### src/rtl/disc_writer_pkg.sv
// Shared constants, state encoding and byte decode for the flux write path.
package disc_writer_pkg;

    localparam logic [7:0] DW_END     = 8'hFF;
    localparam logic [7:0] DW_OVF     = 8'h00;
    localparam int         DW_CMD_BIT = 7;
    localparam logic [6:0] DW_TMR_MAX = 7'd127;

    typedef enum logic [2:0] {
        ST_IDLE    = 3'd0,
        ST_LOAD    = 3'd1,
        ST_COUNT   = 3'd2,
        ST_WAITIDX = 3'd3,
        ST_DONE    = 3'd4
    } state_e;

    typedef enum logic [1:0] {
        BK_TIMING  = 2'd0,
        BK_OVF     = 2'd1,
        BK_WAITIDX = 2'd2,
        BK_END     = 2'd3
    } byte_kind_e;

    // Timing bytes carry an interval in bits 6:0; command bytes have bit 7 set.
    function automatic byte_kind_e classify(input logic [7:0] b);
        if (b == DW_END)     return BK_END;
        if (b[DW_CMD_BIT])   return BK_WAITIDX;
        if (b == DW_OVF)     return BK_OVF;
        return BK_TIMING;
    endfunction

endpackage

### src/rtl/disc_writer_if.sv
// RAM fetch bus between the writer (master) and acquisition RAM (slave).
interface disc_writer_if;
    logic       READ;
    logic [7:0] DATA;

    modport master (output READ, input DATA);
    modport slave  (input READ, output DATA);
endinterface

### src/rtl/disc_writer_wrdata_pulse_gen.sv
// Retriggerable stretcher: output high PULSE_WIDTH cycles after each trigger.
module disc_writer_wrdata_pulse_gen #(
    parameter int PULSE_WIDTH = 4
) (
    input  logic clk,
    input  logic rst,
    input  logic trig_i,
    input  logic clr_i,
    output logic pulse_o
);

    logic [3:0] cnt_q, cnt_d;

    // A retrigger reloads the full width so back-to-back pulses never shorten.
    always_comb begin
        cnt_d = cnt_q;
        if (clr_i)
            cnt_d = '0;
        else if (trig_i)
            cnt_d = 4'(PULSE_WIDTH);
        else if (cnt_q != '0)
            cnt_d = cnt_q - 4'd1;
    end

    // Width counter register.
    always_ff @(posedge clk or posedge rst) begin
        if (rst)
            cnt_q <= '0;
        else
            cnt_q <= cnt_d;
    end

    assign pulse_o = (cnt_q != '0);

endmodule

### src/rtl/disc_writer.sv
// Replays {flag, interval} bytes from RAM as flux pulses on the write data line.
module disc_writer
    import disc_writer_pkg::*;
#(
    parameter int PULSE_WIDTH = 4
) (
    input  logic          CLOCK,
    input  logic          RESET,
    input  logic          CLKEN,
    input  logic          RUN,
    input  logic          FD_INDEX_IN,
    disc_writer_if.master ram,
    output logic          FD_WRDATA,
    output logic          FD_WRGATE,
    output logic          BUSY,
    output logic          UNDERRUN
);

    state_e     state_q, state_d;
    logic [7:0] nxt_q, nxt_d;
    logic       nxt_vld_q, nxt_vld_d;
    logic       pend_q, pend_d;
    logic       end_q, end_d;
    logic [6:0] cnt_q, cnt_d;
    logic       nopulse_q, nopulse_d;
    logic       underrun_q, underrun_d;
    logic       run_q;
    logic       idx_s1_q, idx_s2_q, idx_prev_q;

    byte_kind_e kind;
    logic       active, consume, fire, read, idx_edge;

    // Next-state, prefetch slot and counter control.
    always_comb begin
        state_d    = state_q;
        nxt_d      = nxt_q;
        nxt_vld_d  = nxt_vld_q;
        pend_d     = 1'b0;
        end_d      = end_q;
        cnt_d      = cnt_q;
        nopulse_d  = nopulse_q;
        underrun_d = underrun_q;
        consume    = 1'b0;
        fire       = 1'b0;
        kind       = classify(nxt_q);
        active     = (state_q != ST_IDLE) && (state_q != ST_DONE);
        idx_edge   = idx_s2_q & ~idx_prev_q;

        // The byte requested last cycle is on DATA now.
        if (pend_q) begin
            nxt_d     = ram.DATA;
            nxt_vld_d = 1'b1;
            if (ram.DATA == DW_END)
                end_d = 1'b1;
        end

        case (state_q)
            ST_IDLE: begin
                nxt_vld_d = 1'b0;
                end_d     = 1'b0;
                if (RUN && !run_q) begin
                    state_d    = ST_LOAD;
                    underrun_d = 1'b0;
                end
            end
            ST_LOAD: begin
                if (nxt_vld_q)
                    consume = 1'b1;
            end
            ST_COUNT: begin
                if (CLKEN) begin
                    if (cnt_q == 7'd1) begin
                        fire = ~nopulse_q;
                        if (nxt_vld_q) begin
                            consume = 1'b1;
                        end else begin
                            underrun_d = 1'b1;
                            state_d    = ST_IDLE;
                        end
                    end else begin
                        cnt_d = cnt_q - 7'd1;
                    end
                end
            end
            ST_WAITIDX: begin
                if (idx_edge)
                    state_d = ST_LOAD;
            end
            ST_DONE: state_d = ST_DONE;
            default: state_d = ST_IDLE;
        endcase

        // Consuming the slot dispatches the next byte in the same cycle.
        if (consume) begin
            nxt_vld_d = 1'b0;
            cnt_d     = (kind == BK_OVF) ? DW_TMR_MAX : nxt_q[6:0];
            nopulse_d = (kind == BK_OVF);
            case (kind)
                BK_TIMING, BK_OVF: state_d = ST_COUNT;
                BK_WAITIDX:        state_d = ST_WAITIDX;
                default:           state_d = ST_DONE;
            endcase
        end

        // Refill as soon as the slot frees, including the consuming cycle.
        read   = RUN && active && (!nxt_vld_q || consume) && !pend_q && !end_q;
        pend_d = read;

        // Abort: drop everything except the sticky underrun flag.
        if (!RUN) begin
            state_d   = ST_IDLE;
            nxt_vld_d = 1'b0;
            pend_d    = 1'b0;
            end_d     = 1'b0;
            fire      = 1'b0;
        end
    end

    // State and datapath registers.
    always_ff @(posedge CLOCK or posedge RESET) begin
        if (RESET) begin
            state_q    <= ST_IDLE;
            nxt_q      <= '0;
            nxt_vld_q  <= 1'b0;
            pend_q     <= 1'b0;
            end_q      <= 1'b0;
            cnt_q      <= '0;
            nopulse_q  <= 1'b0;
            underrun_q <= 1'b0;
            run_q      <= 1'b0;
        end else begin
            state_q    <= state_d;
            nxt_q      <= nxt_d;
            nxt_vld_q  <= nxt_vld_d;
            pend_q     <= pend_d;
            end_q      <= end_d;
            cnt_q      <= cnt_d;
            nopulse_q  <= nopulse_d;
            underrun_q <= underrun_d;
            run_q      <= RUN;
        end
    end

    // Two-flop index synchroniser plus one delayed copy for edge detect.
    always_ff @(posedge CLOCK or posedge RESET) begin
        if (RESET) begin
            idx_s1_q   <= 1'b0;
            idx_s2_q   <= 1'b0;
            idx_prev_q <= 1'b0;
        end else begin
            idx_s1_q   <= FD_INDEX_IN;
            idx_s2_q   <= idx_s1_q;
            idx_prev_q <= idx_s2_q;
        end
    end

    disc_writer_wrdata_pulse_gen #(
        .PULSE_WIDTH (PULSE_WIDTH)
    ) u_pulse (
        .clk     (CLOCK),
        .rst     (RESET),
        .trig_i  (fire),
        .clr_i   (~RUN),
        .pulse_o (FD_WRDATA)
    );

    assign ram.READ  = read;
    assign FD_WRGATE = (state_q == ST_LOAD) || (state_q == ST_COUNT);
    assign BUSY      = active;
    assign UNDERRUN  = underrun_q;

endmodule

### src/flat_wrapper.sv
// flat-port wrapper written by rule: the top's interface ports become plain ports
module disc_writer_flat import disc_writer_pkg::*;
#(
    parameter int PULSE_WIDTH = 4
)
  (CLOCK, RESET, CLKEN, RUN, FD_INDEX_IN, FD_WRDATA, FD_WRGATE, BUSY, UNDERRUN, ram_READ, ram_DATA);
  disc_writer_if ram_i ();
  input  logic CLOCK;
  input  logic RESET;
  input  logic CLKEN;
  input  logic RUN;
  input  logic FD_INDEX_IN;
  output logic FD_WRDATA;
  output logic FD_WRGATE;
  output logic BUSY;
  output logic UNDERRUN;
  output wire logic [$bits(ram_i.READ)-1:0] ram_READ;
  input wire logic [$bits(ram_i.DATA)-1:0] ram_DATA;
  assign ram_READ = ram_i.READ;
  assign ram_i.DATA = ram_DATA;
  disc_writer #(.PULSE_WIDTH(PULSE_WIDTH)) u_core (.CLOCK(CLOCK), .RESET(RESET), .CLKEN(CLKEN), .RUN(RUN), .FD_INDEX_IN(FD_INDEX_IN), .ram(ram_i), .FD_WRDATA(FD_WRDATA), .FD_WRGATE(FD_WRGATE), .BUSY(BUSY), .UNDERRUN(UNDERRUN));
endmodule
### config.mk
export PLATFORM = sky130hd
export DESIGN_NAME = disc_writer_flat
export DESIGN_NICKNAME = d
export VERILOG_FILES = /design/src/rtl/disc_writer_pkg.sv /design/src/rtl/disc_writer_if.sv /design/src/rtl/disc_writer_wrdata_pulse_gen.sv /design/src/rtl/disc_writer.sv /design/src/flat_wrapper.sv
export SDC_FILE = /design/constraint.sdc
export NUM_CORES = 1
export LEC_CHECK = 0
export BUFFER_PORTS_ARGS = -buffer_cell sky130_fd_sc_hd__buf_2
export CAP_MARGIN = 5
export CORE_MARGIN = 1
export CORE_UTILIZATION = 40
export CTS_CLUSTER_SIZE = 12
export DETAILED_ROUTE_END_ITERATION = 6
export GPL_ROUTABILITY_DRIVEN = 1
export PLACE_DENSITY = 0.58
export SYNTH_ARGS = -nofsm -noshare
export SYNTH_HDL_FRONTEND = slang
export SYNTH_SLANG_ARGS = --single-unit
### constraint.sdc
create_clock -name CLOCK -period 1.8 [get_ports CLOCK]
set_input_delay 0.36 -clock CLOCK [delete_from_list [all_inputs] [get_ports CLOCK]]
set_output_delay 0.36 -clock CLOCK [all_outputs]
set_load 0.01 [all_outputs]
Word level (Yosys, flattened, before mapping)

Cells that the tools add are included.

Flip-flop bits (word level): 31
Input port bits: 13
Word-level logic and storage cells: 119

Add/subtract/negate cells: 2
Equality and inequality tests: 25
Mux-type cells: 51
Bitwise operators: 3
Reduce and logical (&&, ||, !) cells: 25

Operators by type and width:

| cell                | count |
|---|---|
| $mux 7              | 5 |
| $mux 1              | 26 |
| $mux 3              | 7 |
| $eq 8x8->1 const B  | 2 |
| $pmux 3 s5          | 1 |
| $mux 2              | 6 |
| $mux 4              | 3 |
| $ne 4x2->1 const B  | 3 |
| $ne 3x1->1 const B  | 3 |
| $logic_not 8->1     | 1 |
| $eq 7x1->1 const B  | 1 |
| $sub 7x1->7 const B | 1 |
| $eq 3x2->1 const B  | 2 |
| $logic_and 1x1->1   | 6 |
| $ne 2x1->1 const B  | 3 |
| $pmux 3 s2          | 1 |
| $reduce_and 6->1    | 1 |
| $reduce_bool 2->1   | 3 |
| $reduce_and 5->1    | 1 |
| $logic_not 1->1     | 4 |
| $ne 2x2->1 const B  | 2 |
| $ne 4x1->1 const B  | 1 |
| $ne 4x3->1 const B  | 1 |
| $ne 4x4->1 const B  | 1 |
| other kinds (18)    | 21 |

Depth between registers and ports, before layout

Depth in word-level cells: 13
Mapped depth: 7
Depth with buffers taken out: 6

Hierarchy

From an unflattened synthesis, not the netlist that was laid out.

Cells, all modules: 158
Area, all modules: 1669.1 um^2

By module, submodules not included:

| module                       | instances | cells each | area an instance (um^2) | seq. area each (um^2) |
|---|---|---|---|---|
| disc_writer                  | 1         | 134        | 1442.6                  | 675.6 |
| disc_writer_wrdata_pulse_gen | 1         | 24         | 226.5                   | 100.1 |

Worst setup path before layout

No wires, ideal clock.

Kind: register to output
Start: register u_core.cnt_q[2]
End: output port ram_READ
Data arrival time: 1.414 ns
Data required time: 1.440 ns
Setup slack: 0.026 ns
Stages on the path, launching flop included: 6
Path buffers: 2
Cell sequence: dfrtp_1 > buf_6 > nor4_4 > a31oi_2 > buf_6 > a21oi_1

Word-level cells in the longest chain between the ends: 8

Ends and longest elaborated chain:

| item                            | RTL line           | RTL |
|---|---|---|
| start: declaration              | disc_writer.sv:24  | `logic [6:0] cnt_q, cnt_d;` |
| start signal: assignment        | disc_writer.sv:137 | `cnt_q <= cnt_d;` |
| $eq 7x1->1                      | disc_writer.sv:72  | `if (cnt_q == 7'd1) begin` |
| $mux 1                          | disc_writer.sv:72  |  |
| $mux 1                          | disc_writer.sv:71  | `if (CLKEN) begin` |
| $pmux 1 s2                      | disc_writer.sv:57  | `case (state_q)` |
| $logic_or 1x1->1                | disc_writer.sv:106 | `read = RUN && active && (!nxt_vld_q \|\| consume) && !pend_q && !end_q;` |
| $logic_and 1x1->1 (3 in series) | disc_writer.sv:106 |  |
| end: declaration                | flat_wrapper.sv:17 | `output wire logic [$bits(ram_i.READ)-1:0] ram_READ;` |

Every way passes these cells.

Final worst setup path

Ends and elaborated chain as after synthesis.

==> results.ini <==
[power_and_ir_drop]
p_int_uw = 1680
ir_drop_v = 0.000748
switching_share = 0.341
pwr-share-comb = 0.369
power_uw = 2550
p_sw_uw = 869
p_leak_uw = 0.00102
seq_power_share = 0.412
p_per_area_nw_per_um2 = 1080
clkPwrFrac = 0.219

[worst_setup_path]
r2r_cells = 7
cp.arrival_ns = 1.55
worstPathRequired_ns = 1.44
reg2reg_setup_slack_ns = 0.01
startpoint_type = register
critPathMaxFanout = 5
end_kind = output port
crit_type = register to output port

[clocking]
clockBufferDepth = 2
hold_buffers = 0
path_clk_slew_ns = 0.07
htree_num_levels = 2
cts_root_buf = clkbuf_8
clock_latency_ns = 0.29
cts_tree = built
cts_sinks = 31
cts_inserted_buffers = 5

[drt]
drtAntennaViolNets = 0
vias = 1610
drc = 0
viasPerCell = 5.75
wl_microns = 4780
drtPass1Iterations = 4
wire_per_inst_microns = 17.1
first_iter_violations = 108

[synthesis]
ys_ff_latch = 31
synth-seq-area-share = 0.443
synth_top_area_cell = dfrtp_1
synth.most_common_cell = dfrtp_1
synth_area_leaders = dfrtp_1 (44%), mux2_2 (4.5%), a21oi_1 (2.9%)
synth_common_cells = dfrtp_1 (31), nor2_1 (12), inv_1 (11), a21oi_1 (10), nand2_1 (8)
syn_area_per_cell_sq_um = 10.2
synth_cells = 172
synth_cell_types = 55
ys_warn_count = 0
synth_top_area_share = 0.443
synthFlopType = dfrtp_1
syn_nets = 189
synth_area_sq_um = 1750
synth_edf_count = 0
async_flop_share = 1.00

[die]
core_sq_um = 4120
row_count = 23
ioPinCount = 18
die_h_microns = 68.2
die_area_sq_um = 4650
start_util = 0.426
fp.dieW_microns = 68.2

[placed_design]
hpwl_microns = 3240
post-place-cells = 262
port_buffers = 17
gp_congestion = 0.801
pre_cts_slack_ns = -0.0592

[timing]
finalSetupViolations = 2
rsz0062_at_grt = true
slew_headroom = 0.667
fin_crit_ns = 1.91
drv_slew = 0
worst_slack_ns = -0.105
fmax_mhz = 525
hold_viol = 0
finalCritPeriodShare = 1.06
fin_skew_ns = 0.0104
tightest_slew_ns = 0.498

[global_routing]
grt_max_degree = 32
antenna_found_initial = 0
first_global_vias = 1561
grt_pass1_wl_microns = 7360
track_usage = 0.220
gr-total-overflow = 0

[cells_and_area]
synthToLayoutAreaGrowth_pct = 34.4
final_util = 0.573
antennaDiodeCount = 0
final_nets = 247
stdcell_count = 280
drive_above_1_share = 0.435

[outcome]
violations = negative setup slack
status = finished, violations left

[run]
drv_cap = 0

[hold_path]
hold_class = input port to async pin

-- through the flow --
stage / hold slack, ns / TNS (ns) / instance area, sq um
after floorplan: 0.331 / 0 / 1750
after global placement: 0.333 / -0.345 / 2080
after detailed placement: 0.336 / -0.210 / 2080
after CTS: 0.155 / -0.190 / 2230
after global routing: 0.171 / -0.338 / 2360
final: 0.144 / -0.152 / 2360
-- critical path, cell delays in order, from the launching register on --
cell     delay [ns]
dfrtp_2        0.45
nor4_4         0.39
a31oi_4        0.15
a21oi_2        0.13
buf_2          0.14
-- routing by layer --
| metal | up-vias | track usage | share of wire |
|---|---|---|---|
| met5 | - | 0 | 0 |
| met4 | 0 | 0.0964 | 0.015 |
| met3 | 9 | 0.0450 | 0.029 |
| met2 | 29 | 0.353 | 0.49 |
| met1 | 810 | 0.283 | 0.46 |
| li1 | 762 | - | - |
-- power by group through the flow --
stage	combinational (uW)	clock, uW	sequential (uW)
floorplan	533	0	991
global placement	758	0	1030
detailed placement	793	0	1040
CTS	848	572	1030
global route	1040	601	1080
finish	941	559	1050
-- repair_timing --
action / 4_1_cts / 5_1_grt
setup buffers: 3 / 8
resized for setup: 10 / 19
endpoints found under the setup margin: 11 / 10
pin swaps: 3 / 8
hold endpoints to repair: 0 / 0
-- path summary, 6_finish.rpt --
check / end / from
min reg2reg: u_core.idx_s2_q / u_core.idx_s1_q
max: ram_READ / u_core.cnt_q[2]
min in group CLOCK: u_core.idx_s1_q / FD_INDEX_IN
max in group asynchronous: u_core.cnt_q[5] / RESET
max reg2reg: u_core.cnt_q[3] / u_core.cnt_q[1]
min: u_core.u_pulse.cnt_q[2] / RESET
-- cell usage in the layout (no fill, tap or decap), types with 4 or more instances in the layout --
cell	count
mux2_2	7
nand3_1	4
inv_1	9
o21ai_0	6
buf_2	17
a21oi_1	9
nand2_1	8
nor2_1	11
nor3_1	5
dfrtp_1	29
buf_4	36
clkbuf_8	6
-- registers in the layout (all words and copies together) (netlist names) --
| name | cells |
|---|---|
| u_core.nxt_vld_q | 1 |
| u_core.idx_s1_q | 1 |
| u_core.u_pulse.cnt_q | 4 |
| u_core.idx_prev_q | 1 |
| u_core.UNDERRUN | 1 |
| u_core.nxt_q | 8 |
| u_core.idx_s2_q | 1 |
| u_core.run_q | 1 |
| u_core.state_q | 3 |
| u_core.end_q | 1 |
| u_core.cnt_q | 7 |
| u_core.pend_q | 1 |
| u_core.nopulse_q | 1 |
-- layout make-up --
class	instances	area (sq um)
Clock buffer	6	82.6
Clock inverter	1	5.00
Fill cell	357	1760
Inverter	11	41.3
Multi-Input combinational cell	124	977
Sequential cell	31	778
Tap cell	50	62.6
Timing Repair Buffer	57	409
-- logic make-up (layout without fill, tap and decap cells) --
kind of cell / count (synthesis) / in the layout / synth area share
buf+inv: 17 / 75 / 0.0471
mux: 7 / 7 / 0.0450
flops: 31 / 31 / 0.443
compound gates: 49 / 49 / 0.203
simple gates: 59 / 59 / 0.208
fa+ha+maj: 4 / 4 / 0.0286
xor+xnor: 5 / 5 / 0.0250
No activity file was read; power rests on OpenSTA's default activity.
